--- config.mk ---
export PLATFORM = sky130hd
export DESIGN_NAME = shift_reg_univ
export DESIGN_NICKNAME = d
export VERILOG_FILES = /design/src/rtl/shift_reg_univ.sv
export SDC_FILE = /design/constraint.sdc
export NUM_CORES = 1
export LEC_CHECK = 0
export ABC_AREA = 0
export CAP_MARGIN = 25
export CELL_PAD_IN_SITES_DETAIL_PLACEMENT = 0
export CELL_PAD_IN_SITES_GLOBAL_PLACEMENT = 1
export CORE_ASPECT_RATIO = 1.4
export CORE_MARGIN = 2
export CORE_UTILIZATION = 30
export DETAILED_ROUTE_END_ITERATION = 10
export PLACE_DENSITY = 0.9
export SYNTH_ARGS = -nofsm -noshare
export SYNTH_HDL_FRONTEND = slang
export SYNTH_SLANG_ARGS = --single-unit
--- constraint.sdc ---
create_clock -name clk -period 1.9 [get_ports clk]
set_clock_uncertainty 0.05 [all_clocks]
set_input_delay 0.57 -clock clk [delete_from_list [all_inputs] [get_ports clk]]
set_output_delay 0.57 -clock clk [all_outputs]
set_load 0.1 [all_outputs]
--- src/rtl/shift_reg_univ.sv ---
// Parametrised universal shift register with shift counter and done pulse.
// Optional rotate modes are enabled by defining SHIFT_REG_UNIV_ROTATE_EN.
module shift_reg_univ #(
    parameter int unsigned           WIDTH     = 8,
    parameter logic [WIDTH-1:0]      RESET_VAL = '0
) (
    input  logic                         clk,
    input  logic                         reset,
    input  logic                         en,
    input  logic [2:0]                   mode,
    input  logic [WIDTH-1:0]             din,
    input  logic                         sin_l,
    input  logic                         sin_r,
    output logic [WIDTH-1:0]             dout,
    output logic                         sout_msb,
    output logic                         sout_lsb,
    output logic [$clog2(WIDTH+1)-1:0]   shift_cnt,
    output logic                         done
);

    localparam int unsigned CW = $clog2(WIDTH + 1);

    typedef enum logic [2:0] {
        OP_HOLD  = 3'b000,
        OP_SHL   = 3'b001,
        OP_SHR   = 3'b010,
        OP_LOAD  = 3'b011,
        OP_ROL   = 3'b100,
        OP_ROR   = 3'b101,
        OP_CLEAR = 3'b110,
        OP_RSVD  = 3'b111
    } op_e;

    op_e               op;
    logic [WIDTH-1:0]  dout_nxt;
    logic [CW-1:0]     cnt_nxt;
    logic              done_nxt;
    logic              shift;
    logic              restart;

    assign op = op_e'(mode);

    // Data path selection; unlisted and reserved codes fall through to hold.
    always_comb begin
        dout_nxt = dout;
        shift    = 1'b0;
        restart  = 1'b0;
        case (op)
            OP_SHL: begin
                dout_nxt = {dout[WIDTH-2:0], sin_l};
                shift    = 1'b1;
            end
            OP_SHR: begin
                dout_nxt = {sin_r, dout[WIDTH-1:1]};
                shift    = 1'b1;
            end
`ifdef SHIFT_REG_UNIV_ROTATE_EN
            OP_ROL: begin
                dout_nxt = {dout[WIDTH-2:0], dout[WIDTH-1]};
                shift    = 1'b1;
            end
            OP_ROR: begin
                dout_nxt = {dout[0], dout[WIDTH-1:1]};
                shift    = 1'b1;
            end
`endif
            OP_LOAD: begin
                dout_nxt = din;
                restart  = 1'b1;
            end
            OP_CLEAR: begin
                dout_nxt = RESET_VAL;
                restart  = 1'b1;
            end
            default: begin
                dout_nxt = dout;
            end
        endcase
    end

    // Counter saturates at WIDTH; done fires only on the WIDTH-1 -> WIDTH step.
    always_comb begin
        cnt_nxt  = shift_cnt;
        done_nxt = 1'b0;
        if (en) begin
            if (restart) begin
                cnt_nxt = '0;
            end else if (shift && (shift_cnt < CW'(WIDTH))) begin
                cnt_nxt  = shift_cnt + CW'(1);
                done_nxt = (shift_cnt == CW'(WIDTH - 1));
            end
        end
    end

    always_ff @(posedge clk) begin
        if (reset) begin
            dout      <= RESET_VAL;
            shift_cnt <= '0;
            done      <= 1'b0;
        end else begin
            if (en) begin
                dout      <= dout_nxt;
                shift_cnt <= cnt_nxt;
            end
            done <= done_nxt;
        end
    end

    assign sout_msb = dout[WIDTH-1];
    assign sout_lsb = dout[0];

endmodule

==> results.tsv, run 1 <==
stage	metric	value	unit
floorplanning	die area	3005	um^2
timing	final setup vio count	0	
yosys	Syn Std Cell Area	773.2	um^2
clock_network	Reg clk slew, reported paths	0.08	ns
pwr	LEAKAGE	0.5285	nW
yosys	Syn Inst Count	93	
yosys	Synth async-reset ratio	0	%
clock_network	clock tree buffer depth	2	
cells_and_area	Final Instance Area	1301	um^2
worst_setup_path	crit end category	register	
global_routing	largest net degree at the start of global routing	18	
worst_setup_path	CP Class	in2reg	
yosys	post-synth cell types	28	
worst_setup_path	largest stage delay on the critical path	0.52	ns
global_routing	GRT Overall Usage	13.79	%
pwr	Int Power	505.6	uW
global_routing	first-pass GRT wire length	3105	um
timing	minimum clock period	1.649	ns
pwr	net switching power	306.7	uW
clock_network	CTS root buffer	clkbuf_4	
worst_setup_path	Worst EP arrival	1.81	ns
timing	Final Hold Fails	0	
drt	# DRC	0	
placed_design	placed cell areas	1264	um^2
timing	RSZ-0062 raised after global routing	false	
worst_setup_path	CP max-delay cell	clkdlybuf4s50_1	
cells_and_area	fraction of layout cells with a size suffix above 1	25.20	%
pwr	Flop pwr share	38.6	%
pwr	Net Sw Frac	37.76	%
min_path	HP Class	reg2reg	
pwr	Clock power frac	20.7	%
flow_run	max_cap viols	0	
floorplanning	io pins	31	
floorplanning	Die Width	46.91	um
floorplanning	die height	64.07	um
placed_design	Placer Congestion	0.8128	
clock_network	Num CTS Buffers	3	
pwr	Max rail drop VDD	0.2841	mV
cells_and_area	# diodes	0	
yosys	Syn. warnings	0	
global_routing	initial antenna violation count	0	
cells_and_area	post-layout util	53.83	%
cells_and_area	final net count	145	
yosys	EDFF count, synth	0	
timing	actual slew at the worst max-slew pin	0.2519	ns
yosys	register bit count reported by yosys	13	
floorplanning	FP Rows	21	
placed_design	I/O Buffers	30	
drt	Via density	4.888	
placed_design	# placed instances	157	
yosys	syn nets	110	
drt	WL per Instance	12.20	um
global_routing	vias in the first global route	686	
timing	Rel. slew slack	82.97	%
clock_network	clock latency on the worst-skew pair	0.27	ns
worst_setup_path	Max FO, Critical Path	3	
clock_network	Clock H-tree levels	1	
worst_setup_path	worst path required time	2.06	ns
floorplanning	Initial Utilization	31.99	%
drt	Final ANT Viol Nets	0	
worst_setup_path	Buf/Inv on CP	1	
timing	Period Utilization, post-route	86.81	%
timing	max-slew violation count	0	
timing	fmax	606.3	MHz
drt	DRT Pass-1 Iters	4	
pwr	Pwr Density	624.2	nW/um^2
yosys	Mean Syn Cell Area	8.314	um^2
drt	DRT Wirelength	1965	um
drt	total number of vias	787	
worst_setup_path	crit path cell chain	clkdlybuf4s50_1 -> o2111ai_2 -> or4b_1 -> a21oi_1	
worst_setup_path	CP delay by family, top	buffers and inverters	
global_routing	gr ovfl total	0	
placed_design	DP HPWL	1518	um
yosys	Seq/Total Area, Yosys	33.66	%
cells_and_area	non-filler cells, final	161	
cells_and_area	area delta synth->final	68.28	%
yosys	ys flop type	dfxtp_1	
pwr	Logic pwr share	40.7	%
clock_network	CTS tree	yes	
status	outcome	complete, no violations	
worst_setup_path	crit path launch type	input pin	
clock_network	Sinks on Clock Net	13	
drt	DRT iter0 DRCs	8	
pwr	Tot Pwr	812.2	uW
floorplanning	core area	2417	um^2
==> Yosys cell counts (2+ instances only) <==
library cell | n | share of area [%]
a211oi_1 | 8 | 7.8
a21oi_1 | 11 | 7.1
buf_4 | 2 | 1.9
buf_6 | 4 | 5.8
clkbuf_1 | 2 | 0.97
dfxtp_1 | 13 | 34
inv_1 | 5 | 2.4
mux2i_1 | 8 | 10
nand2_1 | 4 | 1.9
nor2_1 | 17 | 8.3
o21ai_0 | 2 | 1.3
==> state kept, by name, summed over array words and instances, names as in the netlist <==
register and cells:
dout 8, shift_cnt 4, done 1
==> cell usage in the layout, fill, tap and decap left out <==
cell,instances
a211oi_1,8
a21oi_1,11
a22oi_1,1
a41oi_1,1
and3_4,1
and4_1,1
buf_12,15
buf_4,8
clkbuf_1,1
clkbuf_4,3
clkdlybuf4s50_1,12
dfxtp_1,9
dfxtp_2,4
dlymetal6s2s_1,3
ha_1,1
inv_1,5
mux2i_1,8
nand2_1,4
nand2b_1,1
nand4_1,1
nor2_1,17
nor2b_1,1
nor3_1,1
nor4b_1,1
o2111ai_2,1
o21a_1,1
o21ai_0,2
o32ai_1,1
or2_1,1
or4b_1,1
xnor2_1,1
xor2_1,1
==> worst paths after layout <==
path,from,to,slack [ns],cells after the start
worst max-delay path,en,shift_cnt[2]$_SDFFE_PP0P_,0.25,4
worst min-delay path,dout[0]$_SDFFE_PP0P_,dout[0]$_SDFFE_PP0P_,0.51,2
worst max register to register,shift_cnt[0]$_SDFFE_PP0P_,shift_cnt[2]$_SDFFE_PP0P_,0.51,4
worst min register to register,dout[0]$_SDFFE_PP0P_,dout[0]$_SDFFE_PP0P_,0.51,2
==> what timing repair did <==
action / CTS / global route
hold endpoints to repair: 0 / 0
setup buffers: 0 / 0
hold buffers: 0 / 0
endpoints found under the setup margin: 0 / 10
gates resized for setup: 0 / 4
==> worst register-to-register path, stage by stage, from the launching register on <==
cell	delay (ns)
dfxtp_2	0.40
ha_1	0.22
inv_1	0.05
or4b_1	0.49
a21oi_1	0.12
==> final cells by class <==
class,instances,area [um^2]
fillers,220,1116
clock buffers,4,26.28
well taps,34,42.54
multi-input cells,67,430.4
inverters,5,18.77
repair buffers,38,518.0
flip-flops and latches,13,265.3
==> power groups by stage <==
stage                     Clock, mW  Sequential [mW]  Combinational, mW
after CTS                     0.173            0.314              0.331
after floorplan                   0            0.410              0.111
after global routing          0.189            0.316              0.348
after detailed placement          0            0.320              0.330
after global placement            0            0.319              0.327
final                         0.168            0.314              0.330
==> logic make-up (layout without fill, tap and decap cells) <==
group           Yosys count  in the layout  synth area share (%)
simple gates             30             30                 18.61
compound gates           26             26                 22.33
flops                    13             13                 33.66
buf+inv                  13             47                 11.16
mux                       8              8                 10.36
fa+ha+maj                 1              1                 1.618
xor+xnor                  2              2                 2.266
==> metal layers <==
layer | track usage, % | wire length, um | vias up
met2 | 22.60 | 1070 | 19
met3 | 1.977 | 69 | 2
met1 | 16.96 | 799 | 369
met4 | 6.250 | 25 | 0
li1 | - | - | 397
met5 | 0 | 0 | -
==> metrics by stage <==
stage	hold slack, ns	TNS [ns]	setup WS, ns
floorplan	0.5928	0	0.09256
global placement	0.4918	-2.107	-0.2592
detailed placement	0.5004	-2.515	-0.2832
CTS	0.5189	0	0.001082
global route	0.5322	0	0.2314
finish	0.5118	0	0.2507
No activity file was read; power rests on OpenSTA's default activity.
==> run 2: changes to the inputs <==
--- a/config.mk
+++ b/config.mk
@@ -14,6 +14,7 @@
 export CORE_UTILIZATION = 30
 export DETAILED_ROUTE_END_ITERATION = 10
 export PLACE_DENSITY = 0.9
+export SLEW_MARGIN = 0
 export SYNTH_ARGS = -nofsm -noshare
 export SYNTH_HDL_FRONTEND = slang
 export SYNTH_SLANG_ARGS = --single-unit
==> results of run 2 <==
The final DEF is identical to that of run 1; final timing and power are the same.
